## config.mk

```make
export PLATFORM = sky130hd
export DESIGN_NAME = pipe_stage_skid
export DESIGN_NICKNAME = d
export VERILOG_FILES = /design/src/rtl/pipeline_pkg.sv /design/src/rtl/pipe_slot.sv /design/src/rtl/pipe_stage_skid.sv
export SDC_FILE = /design/constraint.sdc
export NUM_CORES = 1
export LEC_CHECK = 0
export ABC_AREA = 1
export BUFFER_PORTS_ARGS = -buffer_cell sky130_fd_sc_hd__buf_2
export CAP_MARGIN = 20
export CORE_AREA = 4 4 147 149
export DETAILED_ROUTE_END_ITERATION = 12
export DIE_AREA = 0 0 151 153
export GPL_TIMING_DRIVEN = 0
export PLACE_DENSITY = 0.95
export SLEW_MARGIN = 20
export SYNTH_ARGS = -nofsm -noshare
export SYNTH_HDL_FRONTEND = slang
export SYNTH_SLANG_ARGS = --single-unit
```

## constraint.sdc

```tcl
create_clock -name clk -period 15.1 [get_ports clk]
set_input_delay 1.51 -clock clk [delete_from_list [all_inputs] [get_ports clk]]
set_output_delay 1.51 -clock clk [all_outputs]
set_load 0.02 [all_outputs]
```

## src/rtl/pipeline_pkg.sv

```systemverilog
// Shared ID/EX pipeline types: default widths, control-bundle typedef, flag gating helper.
// Latency: n/a (declarations only).
// Backpressure: n/a.
package pipeline_pkg;

  localparam int DATA_W_DEF  = 32;
  localparam int NUM_OPS_DEF = 3;
  localparam int CMD_W_DEF   = 4;
  localparam int REG_W_DEF   = 5;

  // Side-effect flags carried alongside each instruction. Order is fixed
  // because the stage flattens it into its payload vector.
  typedef struct packed {
    logic mem_r;
    logic mem_w;
    logic wb;
    logic br;
  } flags_t;

  // ID/EX control bundle at the default command width.
  typedef struct packed {
    logic [CMD_W_DEF-1:0] cmd;
    flags_t               flags;
  } ctrl_t;

  // A bubble must never look like a memory write, register write or branch.
  function automatic flags_t gate_flags(flags_t f, logic v);
    return v ? f : '0;
  endfunction

endpackage

```

## src/rtl/pipe_slot.sv

```systemverilog
// Valid-plus-payload register with load and clear; clear only drops the valid bit.
// Latency: 1 cycle from load to valid/q.
// Backpressure: none; the owner decides when to load or clear.
// Ports: clk, rst (async active-high), load, clear, d[W] -> valid, q[W].
module pipe_slot #(
  parameter int W = 8
) (
  input  logic         clk,
  input  logic         rst,
  input  logic         load,
  input  logic         clear,
  input  logic [W-1:0] d,
  output logic         valid,
  output logic [W-1:0] q
);

  // Payload is left untouched on clear so the stage outputs hold their
  // last value while empty.
  always_ff @(posedge clk or posedge rst) begin
    if (rst) begin
      valid <= 1'b0;
      q     <= '0;
    end else if (clear) begin
      valid <= 1'b0;
    end else if (load) begin
      valid <= 1'b1;
      q     <= d;
    end
  end

endmodule

```

## src/rtl/pipe_stage_skid.sv

```systemverilog
// ID/EX pipeline register with a one-entry skid buffer so in_ready is fully registered.
// Latency: 1 cycle in to out; 1 entry/cycle throughput while out_ready stays high.
// Backpressure: in_ready = ~skid valid; out_ready never reaches in_ready combinationally.
// Ports: clk, rst, flush; in_valid/in_ready + in_ops/cmd/dest/src1/src2/flags;
//        out_valid/out_ready + out_ops/cmd/dest/src1/src2/flags (flags valid-gated); occupancy.
module pipe_stage_skid
  import pipeline_pkg::*;
#(
  parameter int DATA_W  = DATA_W_DEF,
  parameter int NUM_OPS = NUM_OPS_DEF,
  parameter int CMD_W   = CMD_W_DEF,
  parameter int REG_W   = REG_W_DEF
) (
  input  logic                      clk,
  input  logic                      rst,
  input  logic                      flush,
  input  logic                      in_valid,
  output logic                      in_ready,
  input  logic [NUM_OPS*DATA_W-1:0] in_ops,
  input  logic [CMD_W-1:0]          in_cmd,
  input  logic [REG_W-1:0]          in_dest,
  input  logic [REG_W-1:0]          in_src1,
  input  logic [REG_W-1:0]          in_src2,
  input  logic                      in_mem_r,
  input  logic                      in_mem_w,
  input  logic                      in_wb,
  input  logic                      in_br,
  output logic                      out_valid,
  input  logic                      out_ready,
  output logic [NUM_OPS*DATA_W-1:0] out_ops,
  output logic [CMD_W-1:0]          out_cmd,
  output logic [REG_W-1:0]          out_dest,
  output logic [REG_W-1:0]          out_src1,
  output logic [REG_W-1:0]          out_src2,
  output logic                      out_mem_r,
  output logic                      out_mem_w,
  output logic                      out_wb,
  output logic                      out_br,
  output logic [1:0]                occupancy
);

  typedef struct packed {
    logic [NUM_OPS*DATA_W-1:0] ops;
    logic [CMD_W-1:0]          cmd;
    logic [REG_W-1:0]          dest;
    logic [REG_W-1:0]          src1;
    logic [REG_W-1:0]          src2;
    flags_t                    flags;
  } payload_t;

  localparam int PW = $bits(payload_t);

  payload_t in_pl;
  payload_t m_q;
  payload_t s_q;
  payload_t m_d;
  logic     m_v, s_v;
  logic     m_load, m_clear, s_load, s_clear;
  logic     accept, xfer;
  flags_t   out_flags;

  assign in_pl = {in_ops, in_cmd, in_dest, in_src1, in_src2,
                  in_mem_r, in_mem_w, in_wb, in_br};

  assign in_ready = ~s_v;
  assign accept   = in_valid & in_ready;
  assign xfer     = m_v & out_ready;

  always_comb begin
    m_load  = 1'b0;
    m_clear = 1'b0;
    s_load  = 1'b0;
    s_clear = 1'b0;
    m_d     = in_pl;
    if (flush) begin
      // Kill both entries; any simultaneous accept is dropped.
      m_clear = 1'b1;
      s_clear = 1'b1;
    end else if (s_v) begin
      // in_ready is low here, so nothing can be accepted this cycle.
      if (xfer) begin
        m_load  = 1'b1;
        m_d     = s_q;
        s_clear = 1'b1;
      end
    end else if (!m_v || xfer) begin
      if (accept) begin
        m_load = 1'b1;
      end else if (xfer) begin
        m_clear = 1'b1;
      end
    end else if (accept) begin
      // Main is stalled: park the entry that arrived under the registered ready.
      s_load = 1'b1;
    end
  end

  pipe_slot #(.W(PW)) u_main (
    .clk   (clk),
    .rst   (rst),
    .load  (m_load),
    .clear (m_clear),
    .d     (m_d),
    .valid (m_v),
    .q     (m_q)
  );

  pipe_slot #(.W(PW)) u_skid (
    .clk   (clk),
    .rst   (rst),
    .load  (s_load),
    .clear (s_clear),
    .d     (in_pl),
    .valid (s_v),
    .q     (s_q)
  );

  assign out_valid = m_v;
  assign out_ops   = m_q.ops;
  assign out_cmd   = m_q.cmd;
  assign out_dest  = m_q.dest;
  assign out_src1  = m_q.src1;
  assign out_src2  = m_q.src2;

  assign out_flags = gate_flags(m_q.flags, m_v);
  assign out_mem_r = out_flags.mem_r;
  assign out_mem_w = out_flags.mem_w;
  assign out_wb    = out_flags.wb;
  assign out_br    = out_flags.br;

  assign occupancy = {1'b0, m_v} + {1'b0, s_v};

endmodule

```

==> results of run 1 <==
==> power breakdown <==
part           internal (W)  switching [W]  leakage [nW]  total (W)
registers          0.000791      0.0000870          3.02   0.000878
clock network      0.000350       0.000245         0.386   0.000594
logic              0.000200       0.000271          5.11   0.000472
==> placed cells by master, fill, tap and decap left out <==
cell type	netlist	layout
clkinv_2	0	2
clkbuf_1	16	23
buf_2	87	333
ha_1	1	1
clkbuf_16	0	25
diode_2	0	6
inv_1	8	7
or2_2	1	1
clkinv_4	0	1
clkbuf_8	0	6
nor2_1	2	2
dfrtp_1	240	240
inv_8	0	1
nand3_1	358	358
nor2_2	1	1
nand2_1	725	725
buf_4	127	127
buf_16	0	2
buf_1	2	2
inv_2	2	2
bufinv_16	0	1
==> sequential cells by signal, summed over array words and instances (netlist names) <==
register	cells
u_main.valid	1
u_skid.q	119
u_skid.valid	1
u_main.q	119
==> routing by layer <==
layer	vias up	GRT usage, %	wire, um
met5	-	0	81
li1	5441	-	-
met4	14	10.4	1150
met1	5366	37.8	13300
met3	116	6.07	3090
met2	601	48.7	16600
==> final cells by class <==
cell class / instances / area (um2)
Antenna cell: 6 / 15.0
Tap cell: 270 / 338
Multi-Input combinational cell: 1088 / 4550
Fill cell: 1493 / 5690
Clock inverter: 4 / 48.8
Timing Repair Buffer: 248 / 1290
Sequential cell: 240 / 6010
Buffer: 232 / 1460
Inverter: 10 / 45.0
Clock buffer: 38 / 734
==> through the flow <==
step | hold WS (ns) | utilization [%]
after global routing | 0.487 | 71.7
after global placement | 0.453 | 67.5
final | 0.469 | 71.8
after floorplan | 0.443 | -
after CTS | 0.473 | 71.7
after detailed placement | 0.459 | 67.8
==> worst paths after layout <==
path / start / end / slack, ns / cells past startpoint
max in group asynchronous: rst / u_skid.q[69] / 12.84 / 4
setup reg to reg: u_skid.valid / u_skid.q[103] / 13.20 / 5
hold / removal: u_skid.q[35] / u_skid.q[35] / 0.47 / 2
hold reg to reg: u_skid.q[35] / u_skid.q[35] / 0.47 / 2
min in group asynchronous: rst / u_skid.q[106] / 1.02 / 2
setup / recovery: u_main.valid / occupancy[0] / 12.07 / 2
==> kinds of logic after synthesis <==
kind of cell | count (synthesis)
simple gates | 1087
buf+inv | 242
flops | 240
fa+ha+maj | 1
==> worst max-delay path, cell delays in order (launching register included) <==
cell and delay [ns]:
dfrtp_1 0.50, ha_1 0.35, buf_2 0.16
==> tab_implementation.tex, run 1 <==
\begin{tabular}{lr}
\hline
Metric & Value \\
\hline
\multicolumn{2}{l}{\textbf{Setup path}} \\
\quad Top fanout value on the critical path & 8 \\
\quad Critical Path AT & approximately 1.5 ns \\
\quad CP Data Required Time & between 10 and 15 ns \\
\quad Worst Setup Path Type & reg -> out \\
\quad Crit path launch type & flip-flop \\
\quad Element type at the critical path end & primary output \\
\multicolumn{2}{l}{\textbf{Layout}} \\
\quad Area grow syn2layout & 20.2\% \\
\quad Final instance count without filler cells & 2,136 \\
\quad Area of all placed cells without fillers & 14,500 um2 \\
\quad Nets & slightly below 2,000 \\
\quad Ratio of cells with drive above 1 in the final layout & 27.0\% \\
\multicolumn{2}{l}{\textbf{Yosys}} \\
\quad Post-synthesis mux area share & 0\% \\
\quad Area of the mapped netlist & $\sim$12,000 um2 \\
\quad EDFF count, synth & 0 \\
\quad Xor/xnor share of the synthesized area & 0\% \\
\quad Cell with the most instances after synthesis & nand2\_1 \\
\quad Fraction of the mapped netlist area in compound gates & 0\% \\
\quad Share of the synthesized area in the top cell type & 49.9\% \\
\quad Synth Flop Type & dfrtp\_1 \\
\quad Mean cell area of the mapped netlist & between 7 and 8 um2 \\
\quad Post-Syn Nets & 1,695 \\
\quad Post-synthesis sequential area ratio & between 40\% and 50\% \\
\quad Number of different library cells in the post-synthesis netlist & 13 \\
\quad Async S/R FF share, synth & 100\% \\
\quad Library cell occupying the most area in the post-synthesis netlist & dfrtp\_1 \\
\quad Count of state elements after synthesis & 240 \\
\quad Yosys warns & 0 \\
\quad Simple-gate area share of the yosys netlist & between 30\% and 40\% \\
\quad Combinational family with the most area after synthesis & simple AND/OR/NAND/NOR gates \\
\quad Post-Synth Adder-Cell Area & 0.104\% \\
\quad Dominant cells by area after synthesis & dfrtp\_1, nand2\_1, nand3\_1, buf\_4, buf\_2 \\
\quad Post-synthesis cell count & $\sim$1,600 \\
\quad Leading cell types by count after synthesis & nand2\_1, nand3\_1, dfrtp\_1, buf\_4, buf\_2 \\
\multicolumn{2}{l}{\textbf{Pwr}} \\
\quad Peak ir drop on the vdd network & $\sim$0.085 mV \\
\quad Power per standard cell area & 134 nW/um2 \\
\quad PnR Total Power & between 0.0015 and 0.002 W \\
\quad Static leakage power & approximately 8.5 nW \\
\multicolumn{2}{l}{\textbf{Global route}} \\
\quad Vias in the first global route & between 10,000 and 15,000 \\
\quad Overall Global Routing Usage & 29.2\% \\
\quad Antenna violations before repair & 11 \\
\quad Remaining global-route overflow & 0 \\
\quad Global-route wire length before repair & 55,100 um \\
\quad Pin count of the biggest net entering global routing & a little over 100 \\
\multicolumn{2}{l}{\textbf{Place}} \\
\quad Placer congestion estimate & 0.883 \\
\quad Place WS & 12.10 ns \\
\quad Number of cells in the design after placement & between 2,000 and 2,500 \\
\quad Half-perimeter wire length after detailed placement & about 24,000 um \\
\quad Port Buf Inserts & around 250 \\
\quad Cell area after placement & roughly 14,000 um2 \\
\multicolumn{2}{l}{\textbf{Timing}} \\
\quad Final critical delay including setup and external delays & just over 3 ns \\
\quad Relative slew slack & about 65\% \\
\quad Final-layout setup total negative slack & 0 ns \\
\quad Number of failing setup endpoints in the final timing report & 0 \\
\quad Final hold violations & 0 \\
\quad Final worst path period share & about a fifth \\
\quad RSZ-0062 raised after global routing & false \\
\quad Final worst clock skew & 0.00971 ns \\
\quad Highest achievable clock rate & 330 MHz \\
\quad Least setup slack across all paths after layout & roughly 12 ns \\
\quad Transition at the pin with the smallest max-transition slack & roughly 0.53 ns \\
\quad Slew Limit Fails & 0 \\
\multicolumn{2}{l}{\textbf{Die}} \\
\quad Initial Utilization & about three fifths \\
\quad Die Ht & between 150 and 200 um \\
\quad I/O pin count & 247 \\
\quad Area enclosed by the die boundary & roughly 23,000 um2 \\
\quad Area inside the core boundary & just over 20,000 um2 \\
\quad Die Width & $\sim$150 um \\
\quad Number of rows created at floorplan & 52 \\
\multicolumn{2}{l}{\textbf{Detailed routing}} \\
\quad DRC violations left & 0 \\
\quad Number of iterations in the first detailed-routing pass & 5 \\
\quad Avg WL per Cell & approximately 16 um \\
\quad Vias & between 10,000 and 15,000 \\
\quad Final wirelength & roughly 34,000 um \\
\quad DRT antenna net count & 0 \\
\quad Via-per-instance ratio & roughly 5.4 \\
\quad Number of design-rule violations left by the first detailed-router iteration & $\sim$900 \\
\multicolumn{2}{l}{\textbf{Run status}} \\
\quad Run status & finished clean \\
\multicolumn{2}{l}{\textbf{Run}} \\
\quad Max-capacitance violation count & 0 \\
\multicolumn{2}{l}{\textbf{Clock network}} \\
\quad Post-CTS Setup Repair Bufs & 0 \\
\quad Buffer type at the clock tree root & clkbuf\_16 \\
\quad Number of buffers on the longest clock path & 3 \\
\quad Total clock sinks & 240 \\
\quad Number of gates given a new drive strength after cts & 0 \\
\quad Clock-pin slew reported for the worst setup and hold paths after clock tree synthesis & roughly 0.060 ns \\
\quad CTS Buf Count & 25 \\
\quad Source-to-sink clock delay at the later pin of the worst-skew pair & about 0.52 ns \\
\quad Clock tree from TritonCTS & yes \\
\quad H-tree depth & 1 \\
\quad Hold buffer count at cts & 0 \\
\multicolumn{2}{l}{\textbf{Min path}} \\
\quad HP Class & reg -> reg \\
\hline
\end{tabular}
(Power assumes the default switching activity.)
==> inputs of run 2 (changes only) <==
--- a/config.mk
+++ b/config.mk
@@ -8,11 +8,11 @@
 export ABC_AREA = 1
 export BUFFER_PORTS_ARGS = -buffer_cell sky130_fd_sc_hd__buf_2
 export CAP_MARGIN = 20
-export CORE_AREA = 4 4 147 149
+export CORE_AREA = 4 4 161 163
 export DETAILED_ROUTE_END_ITERATION = 12
-export DIE_AREA = 0 0 151 153
+export DIE_AREA = 0 0 165 167
 export GPL_TIMING_DRIVEN = 0
-export PLACE_DENSITY = 0.95
+export PLACE_DENSITY = 0.86
 export SLEW_MARGIN = 20
 export SYNTH_ARGS = -nofsm -noshare
 export SYNTH_HDL_FRONTEND = slang
==> constraint.sdc (replaced) <==
create_clock -name clk -period 2.5 [get_ports clk]
set_input_delay 0.25 -clock clk [delete_from_list [all_inputs] [get_ports clk]]
set_output_delay 0.25 -clock clk [all_outputs]
set_load 0.02 [all_outputs]
==> run 2 against run 1 <==
Net effect:
- via count rose by 2.4%
- critical path depth up 7
- cell area is 9.0% higher
- cell count is 8.0% higher
- wire length increased by 5.5%
- global-route usage shrank 3.0 points
- sequential power grew to 6.0 times the previous value
- die area up 19%
- sequential share of layout area is 3.4 points lower
- highest routed layer unchanged
==> tab_implementation.tex, run 2 (same netlist as run 1, synthesis figures left out) <==
\begin{tabular}{lr}
\hline
Metric & Value \\
\hline
\multicolumn{2}{l}{\textbf{Run status}} \\
\quad Run status & finished clean \\
\multicolumn{2}{l}{\textbf{Detailed routing}} \\
\quad Vias & 11,800 \\
\quad DRT antenna net count & 0 \\
\quad DRC violations left & 0 \\
\quad Final wirelength & $\sim$36,000 um \\
\quad Number of iterations in the first detailed-routing pass & 5 \\
\quad Number of design-rule violations left by the first detailed-router iteration & 856 \\
\quad Avg WL per Cell & 15.6 um \\
\quad Via-per-instance ratio & about 5.1 \\
\multicolumn{2}{l}{\textbf{Setup path}} \\
\quad Worst path cell trace & dlygate4sd3\_1 -> buf\_2 -> clkinvlp\_4 -> buf\_12 -> buf\_12 -> buf\_16 -> buf\_12 -> buf\_12 -> buf\_16 \\
\quad Critical Path AT & around 2.8 ns \\
\quad Combined buffer and inverter count along the critical path & 9 \\
\quad Top fanout value on the critical path & 34 \\
\quad Crit path launch type & primary input \\
\quad Delay-heaviest family, CP & buffers and inverters \\
\quad Slowest-stage cell, CP & dlygate4sd3\_1 \\
\quad Element type at the critical path end & asynchronous set/reset pin \\
\quad Largest stage delay on the critical path & 0.53 ns \\
\quad Crit path top cell by count & buf\_12 \\
\quad Worst Setup Path Type & in -> async \\
\quad CP Data Required Time & $\sim$3.2 ns \\
\multicolumn{2}{l}{\textbf{Timing}} \\
\quad Min Hold Slack & 0.0131 ns \\
\quad Highest achievable clock rate & roughly 490 MHz \\
\quad Least setup slack across all paths after layout & roughly 0.46 ns \\
\quad Final hold violations & 0 \\
\quad Relative slew slack & 54.6\% \\
\quad RSZ-0062 raised after global routing & false \\
\quad Number of failing setup endpoints in the final timing report & 0 \\
\quad Slew Limit Fails & 0 \\
\quad Transition at the pin with the smallest max-transition slack & 0.680 ns \\
\quad Final worst path period share & between 80\% and 90\% \\
\quad Final critical delay including setup and external delays & 2.04 ns \\
\quad Final worst clock skew & between 0.01 and 0.015 ns \\
\multicolumn{2}{l}{\textbf{Global route}} \\
\quad Global-route wire length before repair & just under 60,000 um \\
\quad Met1 GRT Util & around 34\% \\
\quad Overall Global Routing Usage & a little over a quarter \\
\quad Vias in the first global route & 11,900 \\
\quad GR Layer Usage met3 & 4.79\% \\
\quad Pin count of the biggest net entering global routing & 35 \\
\quad Met2 track utilization from global routing & between 40\% and 50\% \\
\quad Antenna violations before repair & 8 \\
\quad Remaining global-route overflow & 0 \\
\quad Global route hottest layer & met2 \\
\multicolumn{2}{l}{\textbf{Clock network}} \\
\quad Clock tree from TritonCTS & yes \\
\quad Number of buffers on the longest clock path & 3 \\
\quad Source-to-sink clock delay at the later pin of the worst-skew pair & approximately 0.53 ns \\
\quad Clock-pin slew reported for the worst setup and hold paths after clock tree synthesis & 0.06 ns \\
\quad Total clock sinks & 240 \\
\quad CTS Buf Count & 27 \\
\quad Buffer type at the clock tree root & clkbuf\_16 \\
\quad Post-CTS Setup Repair Bufs & 0 \\
\quad H-tree depth & 1 \\
\multicolumn{2}{l}{\textbf{Layout}} \\
\quad Final instance count without filler cells & between 2,000 and 2,500 \\
\quad Footprint of the flip-flops and latches & roughly 6000 um2 \\
\quad Area grow syn2layout & 31.0\% \\
\quad Ratio of cells with drive above 1 in the final layout & 25.9\% \\
\quad Multi-input combinational cell area & $\sim$4500 um2 \\
\quad Fill cell instance count of the final layout & 1,893 \\
\quad Registers with the most flip-flops & u\_main.q (119), u\_skid.q (119) \\
\quad Commonest non-fill, non-tap cells in the layout & nand2\_1, nand3\_1, buf\_2 \\
\quad Commonest non-fill, non-tap cell in the layout & nand2\_1 \\
\quad Nets & around 2,100 \\
\multicolumn{2}{l}{\textbf{Pwr}} \\
\quad Internal portion of total power & roughly 0.0083 W \\
\quad Power per standard cell area & between 700 and 800 nW/um2 \\
\quad Share of total power in sequential cells & 44.2\% \\
\quad Peak ir drop on the vdd network & around 0.45 mV \\
\quad Static leakage power & 9.04 nW \\
\quad Clock network power share & 30.6\% \\
\quad Switching power total & about 0.0037 W \\
\quad Net Sw Frac & a little over 30\% \\
\quad Combinational cell fraction of total power & 25.3\% \\
\multicolumn{2}{l}{\textbf{Place}} \\
\quad Placer congestion estimate & roughly 0.85 \\
\quad Place WS & 0.394 ns \\
\quad Half-perimeter wire length after detailed placement & 24,500 um \\
\quad Number of cells in the design after placement & 2,148 \\
\quad Port Buf Inserts & $\sim$250 \\
\multicolumn{2}{l}{\textbf{Die}} \\
\quad Area inside the core boundary & 24,300 um2 \\
\quad Area enclosed by the die boundary & around 28,000 um2 \\
\quad Die Width & roughly 170 um \\
\quad Die Ht & approximately 170 um \\
\quad I/O pin count & between 200 and 250 \\
\quad Initial Utilization & a little under 50\% \\
\quad Number of rows created at floorplan & 57 \\
\multicolumn{2}{l}{\textbf{Run}} \\
\quad Max-capacitance violation count & 0 \\
\multicolumn{2}{l}{\textbf{Min path}} \\
\quad HP Class & in -> reg \\
\hline
\end{tabular}
run 2: area by class of cell:
class,instances,area share [%]
flip-flops and latches,240,38.1
well taps,324,2.57
repair buffers,362,15.8
plain buffers,232,9.23
multi-input cells,1088,28.8
inverters,10,0.262
diodes,7,0.111
clock inverters,5,0.182
clock buffers,39,4.95
run 2: repair_timing:
item,CTS,global route
endpoints found under the hold margin,137,0
gates resized for setup,0,0
hold buffers,108,0
run 2: per-layer routing:
metal	part of all wire, %	wire (um)
met5	0.030	11
met1	39	14200
met4	3.7	1330
met3	8.1	2940
met2	49	17600
run 2: stage by stage:
| stage | TNS, ns | total power, W | instance area [um2] | utilization, % |
|---|---|---|---|---|
| 2_1_floorplan | -215.48 | 0.00725 | 12000 | - |
| 3_3_place_gp | -544.01 | 0.00803 | 13700 | 56.3 |
| 3_5_place_dp | 0 | 0.00818 | 13900 | 57.0 |
| 4_1_cts | 0 | 0.0120 | 15800 | 64.8 |
| 5_1_grt | 0 | 0.0126 | 15800 | 64.9 |
| 6_report | 0 | 0.0120 | 15800 | 64.9 |
run 2: power groups by stage:
stage	registers, W	logic [W]	clock network [W]
after floorplan	0.00520	0.00205	0
after global placement	0.00529	0.00274	0
after detailed placement	0.00532	0.00285	0
after CTS	0.00527	0.00300	0.00372
after global routing	0.00539	0.00335	0.00389
final	0.00528	0.00302	0.00366
run 2: worst register-to-register path, cell delays in order, from the launching register on:
cell and delay, ns:
dfrtp_1 0.43, nor2_1 0.28, buf_2 0.39, clkbuf_1 0.42, nand3_1 0.16, nand2_1 0.11
run 2: path summary, 6_finish.rpt:
kind,start,endpoint,slack (ns),cells after the start
min reg2reg,u_skid.q[31],u_skid.q[31],0.47,2
max reg2reg,u_skid.valid,u_skid.q[58],0.64,5
min in group asynchronous,rst,u_main.q[67],0.37,3
max in group clk,u_skid.valid,u_skid.q[58],0.64,5
max,rst,u_skid.q[103],0.46,9
min,in_ops[5],u_skid.q[28],0.01,3
